[src/rtl/dmem_lsu_if.sv]
// Pipeline-side request/response channel of the dmem load/store unit.
// The pipeline drives the master side and the LSU sits on the slave side.
// Data is 128 bits wide. Byte lane k of a word is bits [8k+7:8k].
// The LSU's store byte-enable for lane k is req_mask[k].
// As a result, the mask MSB selects the most significant data byte.
interface dmem_lsu_if #(
  parameter int AW = 8,
  parameter int DW = 128,
  parameter int NB = DW / 8
);
  logic          req_valid;
  logic          req_ready;
  logic          req_wr;
  logic [AW-1:0] req_addr;
  logic [DW-1:0] req_wdata;
  logic [NB-1:0] req_mask;
  logic          rsp_valid;
  logic          rsp_ready;
  logic [DW-1:0] rsp_data;

  modport master (
    output req_valid, req_wr, req_addr, req_wdata, req_mask, rsp_ready,
    input  req_ready, rsp_valid, rsp_data
  );

  modport slave (
    input  req_valid, req_wr, req_addr, req_wdata, req_mask, rsp_ready,
    output req_ready, rsp_valid, rsp_data
  );
endinterface

[src/rtl/dmem_lsu.sv]
// Load/store unit for the Troy Wide Word Processor data memory.
// The unit handles one request at a time.
// dmem has no byte enables, so a partial store is done as read-modify-write.
// Load data returns on a registered response channel that honours backpressure.
// Every output is a register, so no combinational path runs from the inputs to an output.
// Optional feature: define DMEM_LSU_PERF_EN to add three counters.
//   - perf_loads, perf_stores and perf_stalls, each 32 bits.
//   - The counters saturate instead of wrapping.
module dmem_lsu #(
  parameter int AW = 8,
  parameter int DW = 128,
  parameter int NB = DW / 8
) (
  input  logic          clk,
  input  logic          reset,
  dmem_lsu_if.slave     bus,
  output logic [AW-1:0] memAddr,
  output logic [DW-1:0] dataIn,
  output logic          wrEn,
  output logic          memEn,
  input  logic [DW-1:0] dataOut
`ifdef DMEM_LSU_PERF_EN
  ,
  output logic [31:0]   perf_loads,
  output logic [31:0]   perf_stores,
  output logic [31:0]   perf_stalls
`endif
);

  typedef enum logic [2:0] {
    IDLE,
    ISSUE,
    RET,
    WB,
    RSP
  } state_t;

  localparam logic [NB-1:0] FULL_MASK = '1;

  state_t        state;
  logic          reqWr;
  logic [NB-1:0] reqMask;
  logic [DW-1:0] reqWdata;
  logic [DW-1:0] mergedWord;
  logic          accept;

  assign accept = bus.req_valid & bus.req_ready;

  // Merge the store bytes into the word read back from dmem, using the latched byte mask.
  always_comb begin
    mergedWord = dataOut;
    for (int k = 0; k < NB; k++) begin
      if (reqMask[k]) begin
        mergedWord[8*k +: 8] = reqWdata[8*k +: 8];
      end
    end
  end

  // Request FSM. The memory strobes and the handshake outputs are all registered here.
  always_ff @(posedge clk or posedge reset) begin
    if (reset) begin
      state         <= IDLE;
      bus.req_ready <= 1'b1;
      bus.rsp_valid <= 1'b0;
      bus.rsp_data  <= '0;
      memEn         <= 1'b0;
      wrEn          <= 1'b0;
      memAddr       <= '0;
      dataIn        <= '0;
      reqWr         <= 1'b0;
      reqMask       <= '0;
      reqWdata      <= '0;
    end else begin
      case (state)
        IDLE: begin
          if (accept) begin
            reqWr    <= bus.req_wr;
            reqMask  <= bus.req_mask;
            reqWdata <= bus.req_wdata;
            if (!(bus.req_wr && bus.req_mask == '0)) begin
              state         <= ISSUE;
              bus.req_ready <= 1'b0;
              memEn         <= 1'b1;
              memAddr       <= bus.req_addr;
              wrEn          <= bus.req_wr && (bus.req_mask == FULL_MASK);
              if (bus.req_wr && (bus.req_mask == FULL_MASK)) begin
                dataIn <= bus.req_wdata;
              end
            end
          end
        end
        ISSUE: begin
          memEn <= 1'b0;
          wrEn  <= 1'b0;
          if (reqWr && (reqMask == FULL_MASK)) begin
            state         <= IDLE;
            bus.req_ready <= 1'b1;
          end else begin
            state <= RET;
          end
        end
        RET: begin
          if (!reqWr) begin
            bus.rsp_data  <= dataOut;
            bus.rsp_valid <= 1'b1;
            state         <= RSP;
          end else begin
            reqWdata <= mergedWord;
            dataIn   <= mergedWord;
            memEn    <= 1'b1;
            wrEn     <= 1'b1;
            state    <= WB;
          end
        end
        WB: begin
          memEn         <= 1'b0;
          wrEn          <= 1'b0;
          state         <= IDLE;
          bus.req_ready <= 1'b1;
        end
        RSP: begin
          if (bus.rsp_ready) begin
            bus.rsp_valid <= 1'b0;
            bus.req_ready <= 1'b1;
            state         <= IDLE;
          end
        end
        default: begin
          state         <= IDLE;
          bus.req_ready <= 1'b1;
          bus.rsp_valid <= 1'b0;
          memEn         <= 1'b0;
          wrEn          <= 1'b0;
        end
      endcase
    end
  end

`ifdef DMEM_LSU_PERF_EN
  // Saturating activity counters.
  // A load or store counts when it is accepted.
  // A stall counts on each cycle where a request waits with req_ready low.
  always_ff @(posedge clk or posedge reset) begin
    if (reset) begin
      perf_loads  <= '0;
      perf_stores <= '0;
      perf_stalls <= '0;
    end else begin
      if (accept && !bus.req_wr && perf_loads != '1) begin
        perf_loads <= perf_loads + 32'd1;
      end
      if (accept && bus.req_wr && perf_stores != '1) begin
        perf_stores <= perf_stores + 32'd1;
      end
      if (bus.req_valid && !bus.req_ready && perf_stalls != '1) begin
        perf_stalls <= perf_stalls + 32'd1;
      end
    end
  end
`endif

endmodule
[src/flat_wrapper.sv]
// flat-port wrapper written by rule: the top's interface ports become plain ports
module dmem_lsu_flat 
#(
  parameter int AW = 8,
  parameter int DW = 128,
  parameter int NB = DW / 8
)
  (clk, reset, memAddr, dataIn, wrEn, memEn, dataOut, bus_req_valid, bus_req_wr, bus_req_addr, bus_req_wdata, bus_req_mask, bus_rsp_ready, bus_req_ready, bus_rsp_valid, bus_rsp_data);
  dmem_lsu_if #(.AW(AW), .DW(DW), .NB(NB)) bus_i ();
  input  logic clk;
  input  logic reset;
  output logic [AW-1:0] memAddr;
  output logic [DW-1:0] dataIn;
  output logic wrEn;
  output logic memEn;
  input  logic [DW-1:0] dataOut;
  input wire logic [$bits(bus_i.req_valid)-1:0] bus_req_valid;
  input wire logic [$bits(bus_i.req_wr)-1:0] bus_req_wr;
  input wire logic [$bits(bus_i.req_addr)-1:0] bus_req_addr;
  input wire logic [$bits(bus_i.req_wdata)-1:0] bus_req_wdata;
  input wire logic [$bits(bus_i.req_mask)-1:0] bus_req_mask;
  input wire logic [$bits(bus_i.rsp_ready)-1:0] bus_rsp_ready;
  output wire logic [$bits(bus_i.req_ready)-1:0] bus_req_ready;
  output wire logic [$bits(bus_i.rsp_valid)-1:0] bus_rsp_valid;
  output wire logic [$bits(bus_i.rsp_data)-1:0] bus_rsp_data;
  assign bus_i.req_valid = bus_req_valid;
  assign bus_i.req_wr = bus_req_wr;
  assign bus_i.req_addr = bus_req_addr;
  assign bus_i.req_wdata = bus_req_wdata;
  assign bus_i.req_mask = bus_req_mask;
  assign bus_i.rsp_ready = bus_rsp_ready;
  assign bus_req_ready = bus_i.req_ready;
  assign bus_rsp_valid = bus_i.rsp_valid;
  assign bus_rsp_data = bus_i.rsp_data;
  dmem_lsu #(.AW(AW), .DW(DW), .NB(NB)) u_core (.clk(clk), .reset(reset), .bus(bus_i), .memAddr(memAddr), .dataIn(dataIn), .wrEn(wrEn), .memEn(memEn), .dataOut(dataOut));
endmodule
[config.mk]
export PLATFORM = sky130hd
export DESIGN_NAME = dmem_lsu_flat
export DESIGN_NICKNAME = d
export VERILOG_FILES = /design/src/rtl/dmem_lsu_if.sv /design/src/rtl/dmem_lsu.sv /design/src/flat_wrapper.sv
export SDC_FILE = /design/constraint.sdc
export NUM_CORES = 1
export LEC_CHECK = 0
export BUFFER_PORTS_ARGS = -buffer_cell sky130_fd_sc_hd__buf_2
export CAP_MARGIN = 20
export CORE_UTILIZATION = 35
export DETAILED_ROUTE_END_ITERATION = 12
export PLACE_DENSITY = 0.65
export RECOVER_POWER = 100
export SYNTH_ARGS = -nofsm -noshare
export SYNTH_HDL_FRONTEND = slang
export SYNTH_SLANG_ARGS = --single-unit
[constraint.sdc]
create_clock -name clk -period 12.3 [get_ports clk]
set_clock_uncertainty 0.2 [all_clocks]
set_input_delay 1.23 -clock clk [delete_from_list [all_inputs] [get_ports clk]]
set_output_delay 1.23 -clock clk [all_outputs]
set_load 0.02 [all_outputs]
==> results list, run 1 <==
- Adding up every negative setup slack in the final design gives 0 ns.
- Wire per inst: 20.8 microns
- For this design the total switching power over the nets is 2.81 mW.
- Type of the tightest min-delay check: reg -> reg
- Buffers placed on the I/O ports in this run total 552.
- STA puts the critical path data arrival time at 7.99 ns.
* 1st-pass router iterations: 5
- For the pin with the worst max-slew slack, the measured transition is 3.86 ns.
- Counting along the longest clock path gives a buffer depth of 3.
* PnR Total Power: 6.86 mW
- Post-CTS Repair Setup Buffers: 0
- At the worst endpoint, the required time is 12.55 ns.
- Endpoint of the worst register-to-register path: u_core.dataIn[39]
- Of the total power, registers draw 0.377.
- Area of the placeable core: 51500 sq um
- Startpoint of the lowest-slack register-to-register path: u_core.state[2]
- Routability-driven placement finished with a final weighted congestion of 0.813.
- Of the synthesized area, sequential elements account for 0.568.
- First-pass GRT wire length: 82700 microns
- Across all layers, the routed design uses 13.9k vias.
- For this configuration, the core starts out at a cell density of 0.356.
- DIE WIDTH: 231 microns
- Worst Reg-to-Reg Cells: 5
- Crit-path max FO: 72
- Summed over all nets, the half-perimeter wirelength after detailed placement is 37900 microns.
* TritonCTS clock tree: done
* Final design area excluding fillers: 22300 sq um
- Cell internal power dissipation: 4.05 mW
- CTS H-tree lvls: 2
* Min Clock Period, post-route: 7.74 ns
- Clock tree synthesis found a total of 416 sinks.
- Count of standard-cell rows: 83
- Fraction of layout cells with a size suffix above 1: 0.271
- Kind of end point of the critical path: register
* Combined area of all synthesized cells: 18300 sq um
- Number of setup violations in the final report: 0
- The run finished, with violations left.
- Synthesized instance count: 1395
* Total power density per cell area: 307 nW/um^2
- The number of clock buffers added by TritonCTS is 46.
- In the synthesized netlist the async set-or-reset flop fraction comes to 1.00.
- Count of maximum capacitance violations: 12
* Fraction of post-synthesis cell area in the top cell type by area: 0.566
* Number of storage elements in the synthesis netlist: 416
- After global routing the overflow that remains totals 0.
* First element of the critical path: bus_req_mask[2]
* Final Cycle Share: 0.629
- The number of pins with negative max-slew slack in the final report is 645.
- Resized cells post-CTS: 0
- Number of enable flip-flop cells after synthesis: 0
- Distinct cell type count after synthesis: 37
- The analysis attributes to cell leakage a power of 10.4 nW.
- The count of nets left with antenna violations once routing finished came out at 0.
- Combinational cell fraction of total power: 0.423
* Largest area contributor in the netlist: sky130_fd_sc_hd__dfrtp_1
- The setup path with the least slack is of type in -> reg.
- Failing checks: max-capacitance violations, max-slew violations
- Entering global routing, the biggest net connects 153 pins.
- Number of global-route vias before repair: 14.2k
* Post-Place Cell Area: 21200 sq um
- Most used flip-flop cell after synthesis: sky130_fd_sc_hd__dfrtp_1
- Area of the die: 53300 sq um
* Fin nets: 2165
- A synthesized cell averages 13.1 sq um.
- For the worst-skew pair, the clock arrives at the later sink with an insertion delay of 0.57 ns.
- Warning count from the yosys run: 0
* Net switching fraction of the power: 0.409
- Vertical die dimension: 231 microns
* Setup slack, reg-to-reg: 5.55 ns
* CTS clk-pin slew, worst paths: 0.06 ns
- Timing would allow up to 129 MHz.
- Number of antenna violations at the first check in global routing: 6
- Setup repair after global routing left no endpoint under its margin.
- After detailed routing, the number of vias per cell comes to 5.36.
* Clock network power share: 0.200
* Net count of the mapped netlist: 1680
- Kind of start point of the critical path: primary input
- Remaining DRCs: 0
* DRC violation total after the first TritonRoute iteration: 808
- Clock tree root driver cell: sky130_fd_sc_hd__clkbuf_16
- Post-detailed-routing wire length: 54000 microns
* Tightest slew margin relative to the limit: -1.57
* Global routing usage summed across all routing layers: 0.198
- Growth of design area from synthesis to finish: 21.8%
- Pin placement for this block handled 553 I/O pins.
- Worst IR drop on VDD: 0.196 mV
- Synth area leaders: sky130_fd_sc_hd__dfrtp_1, sky130_fd_sc_hd__mux2_2, sky130_fd_sc_hd__a32o_1
* Endpoint of the worst setup timing path: u_core.dataIn[39]
* Cts hold-fix bufs: 0
- The hold violation total from the final report was 0.
cells by family after synthesis:
| logic type | synth area share |
|---|---|
| buf+inv | 0.0493 |
| simple gates | 0.0394 |
| flops | 0.568 |
| compound gates | 0.180 |
| mux | 0.164 |
metrics by stage:
step | hold slack, ns | setup WS, ns | utilization | cells
6_report | 0.272 | 4.56 | 0.434 | 2601
5_1_grt | 0.285 | 4.23 | 0.434 | 2601
4_1_cts | 0.279 | 8.00 | 0.442 | 2594
3_5_place_dp | 0.266 | 7.42 | 0.412 | 2510
3_3_place_gp | 0.258 | 7.43 | 0.412 | 2510
2_1_floorplan | 0.250 | 5.26 | - | 1395
cells in the final DEF (no fill, tap or decap), drive strengths merged, types with 6 or more instances in the layout:
cell type and n:
clkbuf 348, a211oi 128, mux2 153, a32o 128, nor2 135, nand4 6, buf 290, mux2i 128
a21o 129, clkinv 8, nand2 7, dfrtp 415
worst min path at each step:
stage | start | endpoint | slack [ns] | cells after the start
2_1_floorplan | u_core.reqWdata[0] | u_core.reqWdata[0] | 0.25 | 1
3_3_place_gp | u_core.reqWdata[23] | u_core.reqWdata[23] | 0.26 | 1
3_5_place_dp | u_core.reqWdata[57] | u_core.reqWdata[57] | 0.27 | 1
4_1_cts | u_core.reqWdata[101] | u_core.reqWdata[101] | 0.28 | 1
5_1_grt | u_core.reqWdata[10] | u_core.reqWdata[10] | 0.29 | 1
6_report | u_core.reqWdata[17] | u_core.reqWdata[17] | 0.27 | 1
flip-flops by register name (all words and copies together), names as in the netlist:
register and flops:
u_core.bus.req_ready 1, u_core.bus.rsp_data 128, u_core.bus.rsp_valid 1, u_core.dataIn 128, u_core.memAddr 8, u_core.memEn 1, u_core.reqMask 16, u_core.reqWdata 128
u_core.reqWr 1, u_core.state 3, u_core.wrEn 1
per-layer routing:
metal,routed length [microns],GRT usage,vias up
met5,12,0,-
met4,1550,0.0722,2
met3,3160,0.0414,89
met2,26600,0.324,428
met1,22700,0.257,7173
li1,-,-,6243
synth_stat cells, drive strengths merged, types with 3 or more instances:
cell type  instances
a211oi           128
a21o             129
a21oi              3
a32o             128
buf               88
clkbuf            44
dfrtp            415
mux2             153
mux2i            128
nand2              7
nand3b             3
nand4              6
nor2             135
nor4               5
o21ai              5
power by group through the flow:
stage / Combinational (mW) / Sequential, mW / Clock, mW
floorplan: 1.77 / 2.91 / 0
global placement: 2.94 / 2.56 / 0
detailed placement: 3.01 / 2.60 / 0
CTS: 3.02 / 2.58 / 1.41
global route: 3.13 / 2.68 / 1.46
finish: 2.90 / 2.59 / 1.37
layout make-up:
| cell class | count | area, sq um |
|---|---|---|
| Fill cell | 4910 | 29200 |
| Sequential cell | 416 | 10400 |
| Multi-Input combinational cell | 846 | 7000 |
| Timing Repair Buffer | 569 | 2540 |
| Clock buffer | 69 | 1360 |
| Tap cell | 680 | 851 |
| Clock inverter | 15 | 155 |
| Antenna cell | 5 | 12.5 |
| Inverter | 1 | 5.00 |
worst max-delay path: stages:
cell	delay (ns)
sky130_fd_sc_hd__clkbuf_1	0.33
sky130_fd_sc_hd__nand4_1	0.31
sky130_fd_sc_hd__nor4_1	0.35
sky130_fd_sc_hd__a41o_1	1.90
sky130_fd_sc_hd__nand3b_1	2.32
sky130_fd_sc_hd__buf_4	1.01
sky130_fd_sc_hd__a32o_1	0.36
No activity file was read; power rests on OpenSTA's default activity.
==> inputs of run 2 (changes only) <==
==> constraint.sdc (replaced) <==
create_clock -name clk -period 6.8 [get_ports clk]
set_clock_uncertainty 0.2 [all_clocks]
set_input_delay 0.68 -clock clk [delete_from_list [all_inputs] [get_ports clk]]
set_output_delay 0.68 -clock clk [all_outputs]
set_load 0.02 [all_outputs]
==> run 2 against run 1 <==
  * The run still ends with max-capacitance violations, max-slew violations left
  * Largest cell class unchanged
  * Flip-flop and latch count unchanged
  * Worst setup slack worse by 2.4 ns
  * Clock-buffer cell count shrank 7
  * Critical endpoint is now u_core.dataIn[33]
==> results list, run 2 (same netlist as run 1, synthesis figures left out) <==
- Run status: finished, violations left
* Kind of start point of the critical path: register
- Post-CTS Repair Setup Buffers: 0 (unchanged)
- TritonCTS clock tree: done
- 1st-pass router iterations: 5 (unchanged)
* Area of the placeable core: 51500 sq um (unchanged)
- In the finished design, the share of the clock period the worst path needs comes to 0.679.
- The maximum number of buffers from clock root to sink is 3 (unchanged).
- Setup repair after global routing missed its margin: no
* Grt total ovfl: 0 (unchanged)
* Via-to-Cell Ratio: 5.35 (-0.22%)
* First-pass GRT wire length: 82000 microns (-0.84%)
- Pin count of the biggest net entering global routing: 156 (+2.0%)
- CTS clk-pin slew, worst paths: 0.06 ns (about the same)
- Wire per inst: 20.4 microns (-1.6%)
* Count of maximum capacitance violations: 8 (-4)
* Number of sinks on the clock net: 416 (unchanged)
* Count of standard-cell rows: 83 (unchanged)
- The post-placement worst setup slack was 2.75 ns (-4.66 ns).
- The cell depth of the worst min-delay path came to 2 (+1).
- Derived from the worst setup path, the maximum achievable clock frequency is 217 MHz.
* Resized cells post-CTS: 0 (unchanged)
* Number of global-route vias before repair: 14.1k (-0.71%)
- The effective utilization at floorplan is 0.356 (unchanged).
- Total power density per cell area: 554 nW/um^2 (+80%)
- The die width is 231 microns (unchanged).
* CTS H-tree lvls: 2 (unchanged)
- Hold Slack: 0.152 ns (-0.120 ns)
- The top cell types in the final layout, fill and taps aside, are sky130_fd_sc_hd__dfrtp_1, sky130_fd_sc_hd__clkbuf_1, sky130_fd_sc_hd__buf_2.
- Required time of the critical path: 7.09 ns (-5.46 ns)
- The half-perimeter wire length of the detailed placement result came to 37200 microns (-1.8%).
- The hold violation total from the final report was 0 (unchanged).
* Fin Setup TNS: 0 ns (unchanged)
- PnR Total Power: 12.4 mW (+81%)
- Worst IR drop on VDD: 0.253 mV (+29%)
- The depth of the most critical reg-to-reg path was 6 (+1).
* Setup WS post-layout: 2.18 ns (-2.38 ns)
* Count of buffers inserted at the top-level ports: 552 (unchanged)
* Area of the die: 53300 sq um (unchanged)
- Crit-path max FO: 75 (+4.2%)
* Type of the tightest min-delay check: in -> reg
* Number of nets with antenna violations after routing: 0 (unchanged)
- The global-route total usage across every layer was 0.195 (-0.00257).
- Cts hold-fix bufs: 1 (+1)
* Number of antenna violations at the first check in global routing: 4 (-2)
- The ratio of cells with drive above 1 in the final layout was 0.277 (+0.00650).
* Max-slew violation total from the final report: 335 (-48%)
* Kind of end point of the critical path: register
* Startpoint of the lowest-slack register-to-register path: u_core.state[2]
- Largest registers in the final layout: u_core.bus.rsp_data x128, u_core.dataIn x128, u_core.reqWdata x128
- RePlAce Congestion: 0.818 (+0.64%)
* WL met1: 22200 microns (-2.5%)
- Final design area excluding fillers: 22400 sq um (+0.50%)
- Setup slack, reg-to-reg: 2.18 ns (-3.37 ns)
- The leakage dissipation came to 10.5 nW (+0.54%).
* Number of top-level pins: 553 (unchanged)
- Failing checks: max-capacitance violations, max-slew violations
- The final setup violation count came to 0 (unchanged).
- Fin nets: 2167 (+0.092%)
- Post-detailed-routing wire length: 53200 microns (-1.5%)
- Number of buffers created by CTS: 46 (unchanged)
- Path type of the worst setup path: reg -> reg
- The placed standard-cell area came to 21300 sq um (+0.16%).
* Via count: 13.9k (-0.18%)
- In this run the top signal layer used is met4.
* Slew @ Worst Pin: 3.75 ns (-0.112 ns)
- The routed length on met2 was 26300 microns (-0.83%).
- Worst hold start: bus_req_addr[1]
- DRC violation total after the first TritonRoute iteration: 866 (+7.2%)
- The endpoint identified for the worst register-to-register timing path is u_core.dataIn[33].
* Met3 layer wire length in the routed design: 3000 microns (-4.9%)
- Worst hold path endpoint: u_core.memAddr[1]
* Min Clock Period, post-route: 4.62 ns
- In this run the clock root is driven by a sky130_fd_sc_hd__clkbuf_16.
* Data arrival, critical path: 4.91 ns (-3.08 ns)
- Compared with the post-synthesis result, the final layout area differs by 22.4%.
* Clk Latency, worst-skew pair: 0.57 ns (about the same)
- Leaving out fill and tap cells, the most frequent cell in the layout is sky130_fd_sc_hd__dfrtp_1.
* Remaining DRCs: 0 (unchanged)
- The die boundary height came to 231 microns (unchanged).
- Tightest slew margin relative to the limit: -1.50 (+0.0748)
## run 2: changes by cell type in the layout (fill, tap and decap cells not counted), sizes merged
cell,before,now
diode,5,4
bufinv,2,4
buf,290,294
clkinvlp,4,5
clkinv,8,13
clkbuf,348,338
dlygate4sd3,0,1
inv,2,1
## run 2: final cells by class
type / instances / area [sq um]
Timing Repair Buffer: 571 / 2580
Clock buffer: 62 / 1320
Multi-Input combinational cell: 846 / 7030
Fill cell: 4945 / 29100
Sequential cell: 416 / 10400
Clock inverter: 22 / 231
Inverter: 1 / 5.00
Antenna cell: 4 / 10.0
Tap cell: 680 / 851
## run 2: power breakdown
| group | internal (mW) | total [mW] | switching (mW) |
|---|---|---|---|
| Clock | 1.52 | 2.55 | 1.03 |
| Combinational | 2.13 | 5.22 | 3.09 |
| Sequential | 3.72 | 4.67 | 0.944 |
## run 2: worst max-delay path: stages, from the launching register on
cell	delay, ns
sky130_fd_sc_hd__dfrtp_1	0.47
sky130_fd_sc_hd__nor3b_1	0.30
sky130_fd_sc_hd__clkbuf_1	1.82
sky130_fd_sc_hd__buf_4	0.84
sky130_fd_sc_hd__nor2_1	0.18
sky130_fd_sc_hd__a211oi_1	0.36
sky130_fd_sc_hd__a32o_1	0.22
## run 2: through the flow
step,utilization,cells
after floorplan,-,1395
after global placement,0.413,2513
final,0.436,2602
after global routing,0.436,2601
after detailed placement,0.413,2513
after CTS,0.443,2598
## run 2: layer usage
layer	vias to the layer above	track usage
li1	6259	-
met1	7094	0.249
met2	457	0.325
met3	100	0.0408
met4	0	0.0704
met5	-	0
## run 2: worst max path at each step
stage / startpoint / end / cells after the start
4_1_cts: bus_req_mask[2] / u_core.dataIn[89] / 7
3_3_place_gp: bus_req_mask[2] / u_core.dataIn[91] / 7
6_report: u_core.state[2] / u_core.dataIn[33] / 6
3_5_place_dp: bus_req_mask[2] / u_core.dataIn[79] / 7
2_1_floorplan: reset / u_core.bus.rsp_data[0] / 1
5_1_grt: reset / u_core.bus.rsp_data[125] / 5
==> inputs of run 3 (changes only) <==
--- a/config.mk
+++ b/config.mk
@@ -5,11 +5,12 @@
 export SDC_FILE = /design/constraint.sdc
 export NUM_CORES = 1
 export LEC_CHECK = 0
+export ABC_AREA = 1
 export BUFFER_PORTS_ARGS = -buffer_cell sky130_fd_sc_hd__buf_2
 export CAP_MARGIN = 20
 export CORE_UTILIZATION = 35
 export DETAILED_ROUTE_END_ITERATION = 12
-export PLACE_DENSITY = 0.65
+export PLACE_DENSITY = 0.63
 export RECOVER_POWER = 100
 export SYNTH_ARGS = -nofsm -noshare
 export SYNTH_HDL_FRONTEND = slang
==> constraint.sdc (replaced) <==
create_clock -name clk -period 4.7 [get_ports clk]
set_clock_uncertainty 0.2 [all_clocks]
set_input_delay 0.47 -clock clk [delete_from_list [all_inputs] [get_ports clk]]
set_output_delay 0.47 -clock clk [all_outputs]
set_load 0.02 [all_outputs]
==> run 3 against run 2 <==
  * The run still ends with max-capacitance violations, max-slew violations left
  * Core utilization grew 2.5 points
  * Synthesized cell count grew 68%
  * Sequential power grew 42%
  * Clock power grew 46%
==> results list, run 3 <==
* 1st-pass router iterations: 5 (unchanged)
- The final reports fail on max-capacitance violations, max-slew violations.
* Post-detailed-routing wire length: 58900 microns (+11%)
- Leaving out fill and tap cells, the most frequent cells in the layout are sky130_fd_sc_hd__nand2_1, sky130_fd_sc_hd__dfrtp_1, sky130_fd_sc_hd__o21ai_0.
- Crit-path max FO: 78 (+4.0%)
- The routed wirelength normalized by instance count is 16.0 microns (-22%).
* Share of flip-flops with an asynchronous set or reset after synthesis: 1.00 (unchanged)
- Worst IR drop on VDD: 0.374 mV (+47%)
- Count of buffers inserted at the top-level ports: 552 (unchanged)
* Number of buffers created by CTS: 47 (+2.2%)
* Pin count of the biggest net entering global routing: 148 (-5.1%)
- Syn_area_per_cell: 8.08 sq um (-39%)
* Placed wire-length estimate: 40600 microns (+9.2%)
- Remaining DRCs: 0 (unchanged)
* Most used flip-flop cell after synthesis: sky130_fd_sc_hd__dfrtp_1
- The global-route total usage across every layer was 0.211 (+0.0164).
- The critical path data required time came to 4.93 ns (-2.16 ns).
* DIE WIDTH: 235 microns (+1.7%)
- Most frequent cell after synthesis: sky130_fd_sc_hd__nand2_1
* Kind of start point of the critical path: register
* Commonest non-fill, non-tap cell in the layout: sky130_fd_sc_hd__nand2_1
- Highest-delay cell along the critical path: sky130_fd_sc_hd__nor3_1
- The slew at the pin closest to its max-slew limit is 2.09 ns (-1.66 ns).
* Net switching fraction of the power: 0.444 (+0.0370)
- Number of storage elements in the synthesis netlist: 416 (unchanged)
- The initial antenna violation count was 8 (+4).
* Number of nets with antenna violations after routing: 0 (unchanged)
* Post-Place Cell Area: 22100 sq um (+4.1%)
- The final setup violation count is 0 (unchanged).
* Number of top-level pins: 553 (unchanged)
- TritonCTS clock tree: done
* First-pass GRT wire length: 93300 microns (+14%)
* Setup repair after global routing missed its margin: no
* Critical path cell sequence: nor3_1 -> buf_4 -> inv_4 -> nand2_1 -> nand2_8 -> clkbuf_1 -> nand2_1 -> o21ai_0
- Kind of end point of the critical path: register
* Clk Latency, worst-skew pair: 0.56 ns (about the same)
* Sequential share of the synthesized area: 0.548 (-0.0193)
- The number of nets at the end of the flow came to 3248 (+50%).
* Combinational cell fraction of total power: 0.416 (-0.004)
- Final design area excluding fillers: 24500 sq um (+9.0%)
- Most used standard cells in the synthesized netlist: sky130_fd_sc_hd__nand2_1, sky130_fd_sc_hd__dfrtp_1, sky130_fd_sc_hd__o21ai_0
* Count of maximum capacitance violations: 1 (-7)
- Number of global-route vias before repair: 17.3k (+23%)
- The total negative slack came to 0 ns (unchanged).
- Net count of the mapped netlist: 2634 (+57%)
- RePlAce Congestion: 0.831 (+1.5%)
- Resized cells post-CTS: 0 (unchanged)
- The register clock-pin slew on the reported worst setup and hold paths came to 0.06 ns (about the same).
- The path class of the tightest hold or removal check is in -> reg.
* CTS H-tree lvls: 2 (unchanged)
* Tightest slew margin relative to the limit: -0.395 (+1.10)
- The number of pins with negative max-slew slack in the final report was 148 (-56%).
- Largest registers in the final layout: u_core.bus.rsp_data x128, u_core.dataIn x128, u_core.reqWdata x128
- The leakage dissipation is 12.6 nW (+20%).
- The area share of the largest cell type after synthesis is 0.547 (-0.0192).
* Via-to-Cell Ratio: 4.70 (-12%)
- The count of placed standard cells including taps came to 3466 (+38%).
- Starting Density: 0.358 (+0.00163)
* Grt total ovfl: 0 (unchanged)
* Min Clock Period, post-route: 3.62 ns (-0.995 ns)
- The maximum number of buffers from clock root to sink came to 3 (unchanged).
- Final cell count without fillers: 3692 (+42%)
* Final Cycle Share: 0.771 (+0.0916)
- The switching power total was 7.87 mW (+55%).
* Synthesized instance count: 2349 (+68%)
* Most common cell on crit path: sky130_fd_sc_hd__nand2_1
- Combined area of all synthesized cells: 19000 sq um (+3.5%)
- Vertical die dimension: 235 microns (+1.7%)
* Total power density per cell area: 725 nW/um^2 (+31%)
- Post-CTS Repair Setup Buffers: 0 (unchanged)
- The critical path in this run is classified as reg -> reg.
* Data arrival, critical path: 3.85 ns (-1.06 ns)
- Run status: finished, violations left
- Via count: 17.3k (+25%)
- Endpoints failing hold: 0 (unchanged)
* Clock network power share: 0.210 (+0.005)
- Count of standard-cell rows: 84 (+1.2%)
* DRC violation total after the first TritonRoute iteration: 1017 (+17%)
- The design internal power is 9.85 mW (+34%).
- The ratio of cells with drive above 1 in the final layout is 0.133 (-0.145).
- Largest area contributor in the netlist: sky130_fd_sc_hd__dfrtp_1
* Warning count from the yosys run: 0 (unchanged)
- Distinct cell type count after synthesis: 29 (-22%)
- The number of flops mapped to enable cells by yosys is 0 (unchanged).
- Area of the placeable core: 53100 sq um (+3.0%)
- Synth area leaders: sky130_fd_sc_hd__dfrtp_1, sky130_fd_sc_hd__nand2_1, sky130_fd_sc_hd__o21ai_0
- The share of power burned in registers came to 0.374 (about the same).
- Longest individual stage delay on the worst path: 0.56 ns (-1.26 ns)
- The cell sitting at the root of the clock tree is a sky130_fd_sc_hd__clkbuf_16.
* Number of sinks on the clock net: 416 (unchanged)
- The total power of the final layout came to 17.7 mW (+42%).
- Maximum achievable frequency: 276 MHz (+27%)
* Area of the die: 55200 sq um (+3.5%)
- Relative to the synthesized area, the layout overhead comes to 28.8%.
run 3: cells by family (layout without fill, tap and decap cells):
| family | count (synthesis) | count (layout) | share of synthesized area |
|---|---|---|---|
| compound gates | 518 | 518 | 0.151 |
| buf+inv | 415 | 1064 | 0.0941 |
| mux | 15 | 15 | 0.00890 |
| other cells | 0 | 6 | 0 |
| simple gates | 985 | 985 | 0.198 |
| flops | 416 | 416 | 0.548 |
run 3: cell type report:
type | instances | area (sq um)
Antenna cell | 6 | 15.0
Inverter | 270 | 1020
Clock buffer | 67 | 1350
Fill cell | 5338 | 28600
Sequential cell | 416 | 10400
Tap cell | 688 | 861
Clock inverter | 17 | 196
Timing Repair Buffer | 710 | 4020
Multi-Input combinational cell | 1518 | 6580
run 3: repair_timing:
item                                    in CTS  in global routing
hold buffers                               136                  0
hold endpoints to repair                   147                  0
endpoints found under the setup margin       0                  0
run 3: per-stage QoR:
| step | hold slack (ns) | setup slack (ns) | utilization |
|---|---|---|---|
| after global routing | 0.0109 | 0.664 | 0.461 |
| after global placement | 0.262 | 1.47 | 0.417 |
| after CTS | 0.000966 | 1.35 | 0.472 |
| after floorplan | 0.295 | -1.58 | - |
| final | 0.0281 | 1.08 | 0.461 |
| after detailed placement | 0.264 | 1.38 | 0.417 |
run 3: worst paths after layout:
check	start	to	slack, ns	cells after the start
max in group asynchronous	reset	u_core.wrEn	1.29	4
min in group asynchronous	reset	u_core.bus.rsp_data[58]	0.40	3
max reg2reg	u_core.state[0]	u_core.dataIn[96]	1.08	8
min reg2reg	u_core.dataIn[8]	u_core.dataIn[8]	0.28	2
max	u_core.state[0]	u_core.dataIn[96]	1.08	8
min	dataOut[13]	u_core.bus.rsp_data[13]	0.03	3
run 3: power groups by stage:
| stage | logic, mW | clock network [mW] | registers [mW] |
|---|---|---|---|
| floorplan | 4.52 | 0 | 7.52 |
| global placement | 7.72 | 0 | 6.57 |
| detailed placement | 7.95 | 0 | 6.62 |
| CTS | 8.05 | 3.83 | 6.59 |
| global route | 8.33 | 3.96 | 6.88 |
| finish | 7.37 | 3.72 | 6.64 |
run 3: worst max-delay path, delay by kind of cell (launching register included):
kind / cells / cell delay [ns]
AO/OA/AOI/OAI: 1 / 0.08
buffers and inverters: 3 / 1.25
AND/OR/NAND/NOR: 4 / 1.47
flip-flops: 1 / 0.42
run 3: per-layer routing:
layer,vias to the layer above,share of wire,track usage
li1,8539,-,-
met1,8160,0.42,0.265
met2,530,0.50,0.365
met3,111,0.051,0.0349
met4,4,0.029,0.0797
met5,-,0.00046,0
